### src/rtl/seq_sub64.sv
// Multi-cycle subtractor: diff = a - b via a + ~b + 1, CHUNK bits per cycle, LSB first.
// Produces ZF/SF/OF condition codes plus an unsigned borrow, with valid/ready on both sides.
module seq_sub64 #(
    parameter int unsigned WIDTH = 64,
    parameter int unsigned CHUNK = 8
) (
    input  logic             clk,
    input  logic             rst_n,
    input  logic             in_valid,
    output logic             in_ready,
    input  logic [WIDTH-1:0] a,
    input  logic [WIDTH-1:0] b,
    output logic             out_valid,
    input  logic             out_ready,
    output logic [WIDTH-1:0] diff,
    output logic             zf,
    output logic             sf,
    output logic             of,
    output logic             borrow
);

    localparam int unsigned NCHUNK = WIDTH / CHUNK;
    localparam int unsigned CW     = (NCHUNK > 1) ? $clog2(NCHUNK) : 1;

    typedef enum logic [1:0] {
        IDLE,
        BUSY,
        DONE
    } state_t;

    state_t           state, state_nxt;
    logic [WIDTH-1:0] a_sh, nb_sh, acc, acc_nxt;
    logic             carry;
    logic [CW-1:0]    count;
    logic [CHUNK:0]   sum;
    logic             last;
    logic             c_msb_in;

    assign in_ready = (state == IDLE);

    always_comb begin
        sum      = {1'b0, a_sh[CHUNK-1:0]} + {1'b0, nb_sh[CHUNK-1:0]} + {{CHUNK{1'b0}}, carry};
        // New chunk enters from the MSB side; after NCHUNK steps acc holds the full result.
        acc_nxt  = (acc >> CHUNK) | (WIDTH'(sum[CHUNK-1:0]) << (WIDTH - CHUNK));
        last     = (count == CW'(NCHUNK - 1));
        // Carry into the top bit recovered from its sum bit and operand bits.
        c_msb_in = a_sh[CHUNK-1] ^ nb_sh[CHUNK-1] ^ sum[CHUNK-1];
    end

    always_comb begin
        state_nxt = state;
        case (state)
            IDLE:    if (in_valid) state_nxt = BUSY;
            BUSY:    if (last) state_nxt = DONE;
            DONE:    if (out_ready) state_nxt = IDLE;
            default: state_nxt = IDLE;
        endcase
    end

    always_ff @(posedge clk or negedge rst_n) begin
        if (!rst_n) state <= IDLE;
        else        state <= state_nxt;
    end

    always_ff @(posedge clk or negedge rst_n) begin
        if (!rst_n) begin
            a_sh      <= '0;
            nb_sh     <= '0;
            acc       <= '0;
            carry     <= 1'b0;
            count     <= '0;
            diff      <= '0;
            zf        <= 1'b0;
            sf        <= 1'b0;
            of        <= 1'b0;
            borrow    <= 1'b0;
            out_valid <= 1'b0;
        end else begin
            case (state)
                IDLE: begin
                    if (in_valid) begin
                        a_sh  <= a;
                        nb_sh <= ~b;
                        acc   <= '0;
                        carry <= 1'b1;
                        count <= '0;
                    end
                end
                BUSY: begin
                    a_sh  <= a_sh >> CHUNK;
                    nb_sh <= nb_sh >> CHUNK;
                    acc   <= acc_nxt;
                    carry <= sum[CHUNK];
                    count <= count + CW'(1);
                    if (last) begin
                        diff      <= acc_nxt;
                        zf        <= (acc_nxt == '0);
                        sf        <= acc_nxt[WIDTH-1];
                        of        <= c_msb_in ^ sum[CHUNK];
                        borrow    <= ~sum[CHUNK];
                        out_valid <= 1'b1;
                    end
                end
                DONE: begin
                    if (out_ready) out_valid <= 1'b0;
                end
                default: ;
            endcase
        end
    end

endmodule

### config.mk
export PLATFORM = sky130hd
export DESIGN_NAME = seq_sub64
export DESIGN_NICKNAME = d
export VERILOG_FILES = /design/src/rtl/seq_sub64.sv
export SDC_FILE = /design/constraint.sdc
export NUM_CORES = 1
export LEC_CHECK = 0
export ABC_AREA = 1
export CORE_MARGIN = 2
export CORE_UTILIZATION = 56
export CTS_CLUSTER_SIZE = 16
export DETAILED_ROUTE_END_ITERATION = 10
export GPL_ROUTABILITY_DRIVEN = 0
export PLACE_DENSITY = 0.85
export SLEW_MARGIN = 0
export SYNTH_ARGS = -nofsm -noshare
export SYNTH_HDL_FRONTEND = slang
export SYNTH_SLANG_ARGS = --single-unit
### constraint.sdc
create_clock -name clk -period 5.9 [get_ports clk]
set_clock_uncertainty 0.05 [all_clocks]
set_input_delay 1.18 -clock clk [delete_from_list [all_inputs] [get_ports clk]]
set_output_delay 1.18 -clock clk [all_outputs]
set_load 0.02 [all_outputs]
==> impl_metrics.env, run 1 <==
export IMPL_multi_input_area_um2=3769
export IMPL_cts_sinks=258
export IMPL_cts_clk_slew_worst_paths_ns=0.06
export IMPL_worstPathCellList="clkdlybuf4s50_1, nand2_4, nand2_4, inv_4, nand2_1, o21ai_0, inv_1"
export IMPL_synth_area_top_cells="dfrtp_1 59%, nand2_1 9.9%, o21ai_0 9.1%"
export IMPL_ir_drop_mv=0.3678
export IMPL_hold_class="flop to flop"
export IMPL_holdBufCountCts=0
export IMPL_finalCritPeriodShare_pct=62.29
export IMPL_path_depth=7
export IMPL_wire_per_inst_um=15.54
export IMPL_cts_buffers_inserted=26
export IMPL_finalSetupViolCount=0
export IMPL_p_leak_nw=6.138
export IMPL_fmax_mhz=272.1
export IMPL_synth_edf_count=0
export IMPL_timing_final_crit_period_ns=3.675
export IMPL_swShare_pct=41.03
export IMPL_rsz0062_at_grt="no"
export IMPL_hold_path_cell_count=2
export IMPL_regArea_um2=6456
export IMPL_drt_iter0_markers=667
export IMPL_start_kind="input port"
export IMPL_preCtsSetupSlack_ns=1.802
export IMPL_die_area_um2=20640
export IMPL_p_per_area_nw_per_um2=602.3
export IMPL_worst_r2r_cell_count=8
export IMPL_syn_area_um2=10920
export IMPL_via_count=8888
export IMPL_viasPerCell=5.416
export IMPL_fin_nets=1500
export IMPL_crit_type="input port to flop"
export IMPL_yosysTopAreaCellShare_pct=59.11
export IMPL_max_stage_delay_ns=0.88
export IMPL_cts_root_buffer="clkbuf_16"
export IMPL_synth_nets=1344
export IMPL_postCtsSetupRepairBufs=0
export IMPL_dp_hpwl_um=16850
export IMPL_clock_latency_ns=0.52
export IMPL_ys_ff_latch=258
export IMPL_end_kind="flop"
export IMPL_area_growth_pct=25.50
export IMPL_yosys_area_top_type="dfrtp_1"
export IMPL_crit_slowest_cell="inv_4"
export IMPL_postRouteAntennaNets=0
export IMPL_hold_viol=0
export IMPL_grtUsageTotal_pct=25.11
export IMPL_grt_pass1_vias=8601
export IMPL_crit_family="buffers and inverters"
export IMPL_grt_pass1_wl_um=41720
export IMPL_grt_max_degree=136
export IMPL_crit_arrival_ns=4.03
export IMPL_diodes=0
export IMPL_path_common_cell="nand2_4"
export IMPL_clk_path_buf_depth=3
export IMPL_fin_cells=1641
export IMPL_drc=0
export IMPL_yosysMostFrequentCell="nand2_1"
export IMPL_p_seq_share_pct=36.6
export IMPL_max_cap_violations=0
export IMPL_htree_levels=1
export IMPL_placed_cells_incl_taps=1594
export IMPL_clockPowerShare_pct=19.1
export IMPL_fillers=1456
export IMPL_gr_total_overflow=0
export IMPL_drive_gt1_share_pct=3.852
export IMPL_synthDistinctLibCells=33
export IMPL_row_count=51
export IMPL_yosysWarnings=0
export IMPL_ios=202
export IMPL_postSynthCellCount=1201
export IMPL_start_util_pct=56.68
export IMPL_die_height_um=143.7
export IMPL_slew_limit_headroom_pct=18.10
export IMPL_required_ns=6.25
export IMPL_detail_route_wirelength_um=25490
export IMPL_tns_ns=0
export IMPL_die_w_um=143.7
export IMPL_comb_power_share_pct=44.3
export IMPL_slew_viol_final=0
export IMPL_setup_slack_ns=2.225
export IMPL_tightest_slew_ns=1.228
export IMPL_power_switching_mw=3.388
export IMPL_cts_tree="built"
export IMPL_yosysSeqAreaShare_pct=59.11
export IMPL_async_flop_share_pct=100.0
export IMPL_cts_resized=0
export IMPL_yosys_most_used_dff="dfrtp_1"
export IMPL_core_area_um2=19270
export IMPL_portBuffers=201
export IMPL_intPower_mw=4.869
export IMPL_antenna_found_initial=0
export IMPL_yosys_top_cells_count="287 x nand2_1, 258 x dfrtp_1, 198 x o21ai_0"
export IMPL_run_status="completed"
export IMPL_first_pass_iters=5
export IMPL_path_max_fanout=127
export IMPL_worst_path_buf_inv=3
export IMPL_syn_avg_cell_area_um2=9.095
## routing by layer
| layer | track usage [%] | part of all wire [%] | wire, µm | up-vias |
|---|---|---|---|---|
| li1 | - | - | - | 4302 |
| met5 | 0 | 0 | 0 | - |
| met4 | 8.204 | 3.0 | 766 | 0 |
| met1 | 33.64 | 41 | 10470 | 4236 |
| met3 | 3.665 | 5.6 | 1435 | 53 |
| met2 | 42.58 | 50 | 12820 | 297 |
## flip-flops by register name, indices dropped and copies added, names as in the netlist
register and count:
borrow 1, a_sh 64, diff 64, acc 56, carry 1, zf 1, count 3, state 2
of 1, nb_sh 64, out_valid 1
## path summary, 6_finish.rpt
path	slack (ns)	from	end
min	0.42	nb_sh[53]$_DFFE_PN0P_	nb_sh[53]$_DFFE_PN0P_
min reg2reg	0.42	nb_sh[53]$_DFFE_PN0P_	nb_sh[53]$_DFFE_PN0P_
max reg2reg	2.33	state[0]$_DFFE_PN0P_	carry$_DFFE_PN0P_
max in group asynchronous	3.93	rst_n	diff[16]$_DFFE_PN0P_
max	2.23	in_valid	carry$_DFFE_PN0P_
min in group asynchronous	0.69	rst_n	acc[43]$_DFFE_PN0P_
## per-stage QoR
| stage | hold slack (ns) | cell area, µm² | total power [mW] | utilization [%] |
|---|---|---|---|---|
| 6_report | 0.4221 | 13710 | 8.257 | 71.13 |
| 5_1_grt | 0.4434 | 13710 | 8.899 | 71.13 |
| 4_1_cts | 0.4252 | 13710 | 8.285 | 71.13 |
| 3_5_place_dp | 0.4101 | 12890 | 6.676 | 66.89 |
| 3_3_place_gp | 0.4039 | 12890 | 6.517 | 66.89 |
| 2_1_floorplan | 0.3938 | 10920 | 5.581 | - |
## logic make-up after synthesis
logic type	count (synthesis)	share of synthesized area, %
AO/OA/AOI/OAI	375	18.32
adder cells (fa/ha/maj)	11	1.398
flip-flops	258	59.11
XOR/XNOR	2	0.1604
buffers and inverters	151	6.437
AND/OR/NAND/NOR	404	14.58
## layout make-up
cell class / instances / area share, %
sequential: 258 / 47.10
multi-input combinational: 792 / 27.49
tap: 265 / 2.419
clock buffer: 39 / 5.476
inverter: 73 / 2.035
timing repair buffer: 206 / 14.99
clock inverter: 8 / 0.4929
## power groups by stage
stage          Clock, mW  Combinational [mW]  Sequential, mW
6_report            1.57                3.66            3.02
5_1_grt             1.66                4.13            3.11
4_1_cts             1.60                3.67            3.02
3_5_place_dp           0                3.64            3.04
3_3_place_gp           0                3.51            3.01
2_1_floorplan          0                2.44            3.15
## worst register-to-register path: cells and delay by family, from the launching register on
family          cells  cell delay, ns
compound gates      1            0.13
buf+inv             4            2.01
simple gates        3            0.84
flops               1            0.41
## cell usage in the layout (no fill, tap or decap), types with 9 or more instances in the layout
master,count
clkbuf_1,9
nor2_1,94
nand2_1,287
o21ai_1,102
o22ai_1,57
inv_1,70
o21ai_0,198
ha_1,9
dfrtp_1,258
nand3_1,11
clkdlybuf4s50_1,200
clkbuf_16,27
Power figures use the tool's default switching activity.
==> inputs of run 2 (changes only) <==
- CORE_UTILIZATION: 56 -> 47
- PLACE_DENSITY: 0.85 -> 0.76
- clock period: 5.9 -> 3.15 ns (I/O delays scaled with it)
==> run 2 against run 1 <==
- worst hold slack gained 0.0018 ns
- highest routed layer unchanged
- combinational power grew 90%
- cell area grew 1.2%
- global-route usage shrank 3.6 points
- worst setup slack lost 1.7 ns
- clock power grew 92%
- sequential share of layout area shrank 0.56 points
- critical path depth shrank 5
- non-clock buffer count grew 8
==> impl_metrics.env, run 2 (synthesized netlist as in run 1, its figures left out) <==
export IMPL_required_ns=2.47
export IMPL_diodes=0
export IMPL_finalCritPeriodShare_pct=83.97
export IMPL_p_per_area_nw_per_um2=1126
export IMPL_antenna_found_initial=0
export IMPL_crit_arrival_ns=1.96
export IMPL_fillers=1941
export IMPL_drc=0
export IMPL_hold_class="flop to flop"
export IMPL_cts_resized=0
export IMPL_tightest_slew_ns=1.234
export IMPL_htree_levels=1
export IMPL_dp_hpwl_um=17180
export IMPL_clk_path_buf_depth=3
export IMPL_min_to="nb_sh[50]$_DFFE_PN0P_"
export IMPL_crit_type="flop to output port"
export IMPL_p_leak_nw=6.213
export IMPL_dpl_cell_area_um2=13020
export IMPL_ir_drop_mv=0.9808
export IMPL_gr_total_overflow=0
export IMPL_via_count=8866
export IMPL_hold_path_cell_count=2
export IMPL_cts_buffers_inserted=27
export IMPL_row_count=55
export IMPL_grtUsageTotal_pct=21.54
export IMPL_grt_max_degree=170
export IMPL_grt_pass1_wl_um=42880
export IMPL_slew_viol_final=0
export IMPL_worst_r2r_cell_count=11
export IMPL_stdcell_area_um2=13870
export IMPL_drive_gt1_share_pct=4.545
export IMPL_drt_iter0_markers=605
export IMPL_final_cell_mix="287 x nand2_1, 258 x dfrtp_1, 200 x clkdlybuf4s50_1, 198 x o21ai_0, 102 x o21ai_1"
export IMPL_tns_ns=0
export IMPL_die_w_um=156.4
export IMPL_timing_final_crit_period_ns=2.645
export IMPL_end_kind="output port"
export IMPL_grt_pass1_vias=8668
export IMPL_portBuffers=201
export IMPL_start_util_pct=48.10
export IMPL_path_max_fanout=10
export IMPL_final_common_cell="nand2_1"
export IMPL_cts_root_buffer="clkbuf_16"
export IMPL_finalSetupViolCount=0
export IMPL_cts_tree="built"
export IMPL_clock_latency_ns=0.52
export IMPL_postRouteAntennaNets=0
export IMPL_cts_sinks=258
export IMPL_r2r_start="a_sh[0]$_DFFE_PN0P_"
export IMPL_max_cap_violations=0
export IMPL_core_area_um2=22710
export IMPL_hold_viol=0
export IMPL_reg_largest_list="a_sh (64), diff (64), nb_sh (64)"
export IMPL_fmax_mhz=378.1
export IMPL_die_height_um=156.4
export IMPL_die_area_um2=24480
export IMPL_wire_per_inst_um=15.65
export IMPL_detail_route_wirelength_um=26150
export IMPL_hp_start="nb_sh[50]$_DFFE_PN0P_"
export IMPL_area_growth_pct=27.01
export IMPL_slew_limit_headroom_pct=17.74
export IMPL_fin_nets=1509
export IMPL_cts_clk_slew_worst_paths_ns=0.06
export IMPL_rsz0062_at_grt="no"
export IMPL_first_pass_iters=4
export IMPL_start_kind="flop"
export IMPL_ios=202
export IMPL_r2r_setup_slack_ns=0.88
export IMPL_viasPerCell=5.306
export IMPL_r2r_end="zf$_DFFE_PN0P_"
export IMPL_run_status="completed"
-- run 2: cell types whose count changed in the layout (fill, tap and decap cells not counted) --
cell	delta
dlygate4sd3_1	+1
clkinvlp_4	-1
clkbuf_8	+5
buf_4	+3
clkbuf_1	-1
bufinv_16	-1
buf_12	+4
-- run 2: worst max path at each step --
stage / cells past startpoint / endpoint / slack, ns / startpoint
2_1_floorplan: 11 / zf$_DFFE_PN0P_ / 1.21 / a_sh[0]$_DFFE_PN0P_
5_1_grt: 2 / in_ready / 0.43 / state[1]$_DFFE_PN0P_
3_5_place_dp: 7 / carry$_DFFE_PN0P_ / 0.57 / in_valid
4_1_cts: 2 / in_ready / 0.49 / state[1]$_DFFE_PN0P_
6_report: 2 / in_ready / 0.51 / state[1]$_DFFE_PN0P_
3_3_place_gp: 7 / carry$_DFFE_PN0P_ / 0.54 / in_valid
-- run 2: per-layer routing --
metal	share of wire [%]	up-vias	GRT usage [%]
met3	5.6	48	4.043
li1	-	4338	-
met4	2.9	0	6.116
met1	44	4233	29.17
met2	48	247	35.70
met5	0	-	0
-- run 2: area by class of cell --
| cell class | instances | area, µm² | share of cell area, % |
|---|---|---|---|
| clock buffer | 43 | 815.8 | 5.880 |
| timing repair buffer | 214 | 2167 | 15.62 |
| sequential | 258 | 6456 | 46.54 |
| tap | 285 | 356.6 | 2.570 |
| multi-input combinational | 792 | 3769 | 27.16 |
| inverter | 73 | 279.0 | 2.011 |
| clock inverter | 6 | 30.03 | 0.2165 |
-- run 2: where the power goes --
group / switching [mW] / internal, mW
sequential: 0.797 / 4.86
combinational: 4.35 / 2.60
clock: 1.26 / 1.76
-- run 2: repair_timing --
item / 4_1_cts / 5_1_grt
hold buffers: 1 / 0
buffers inserted: 0 / 0
endpoints found under the hold margin: 50 / 0
-- run 2: through the flow --
stage               instances  power, mW  hold WS [ns]  util, %  worst slack (ns)
finish                   1671      15.63        0.4239    61.09            0.5050
global route             1671      16.91        0.4464    61.09            0.4318
CTS                      1671      15.73        0.4270    61.09            0.4863
detailed placement       1621      12.65        0.4108    57.32            0.5678
global placement         1621      12.40        0.4065    57.32            0.5423
floorplan                1201      10.45        0.2844        -             1.211
-- run 2: critical path, cell delays in order (launching register included) --
cell             delay, ns
dfrtp_1               0.48
nor2_4                0.30
clkdlybuf4s50_1       0.67
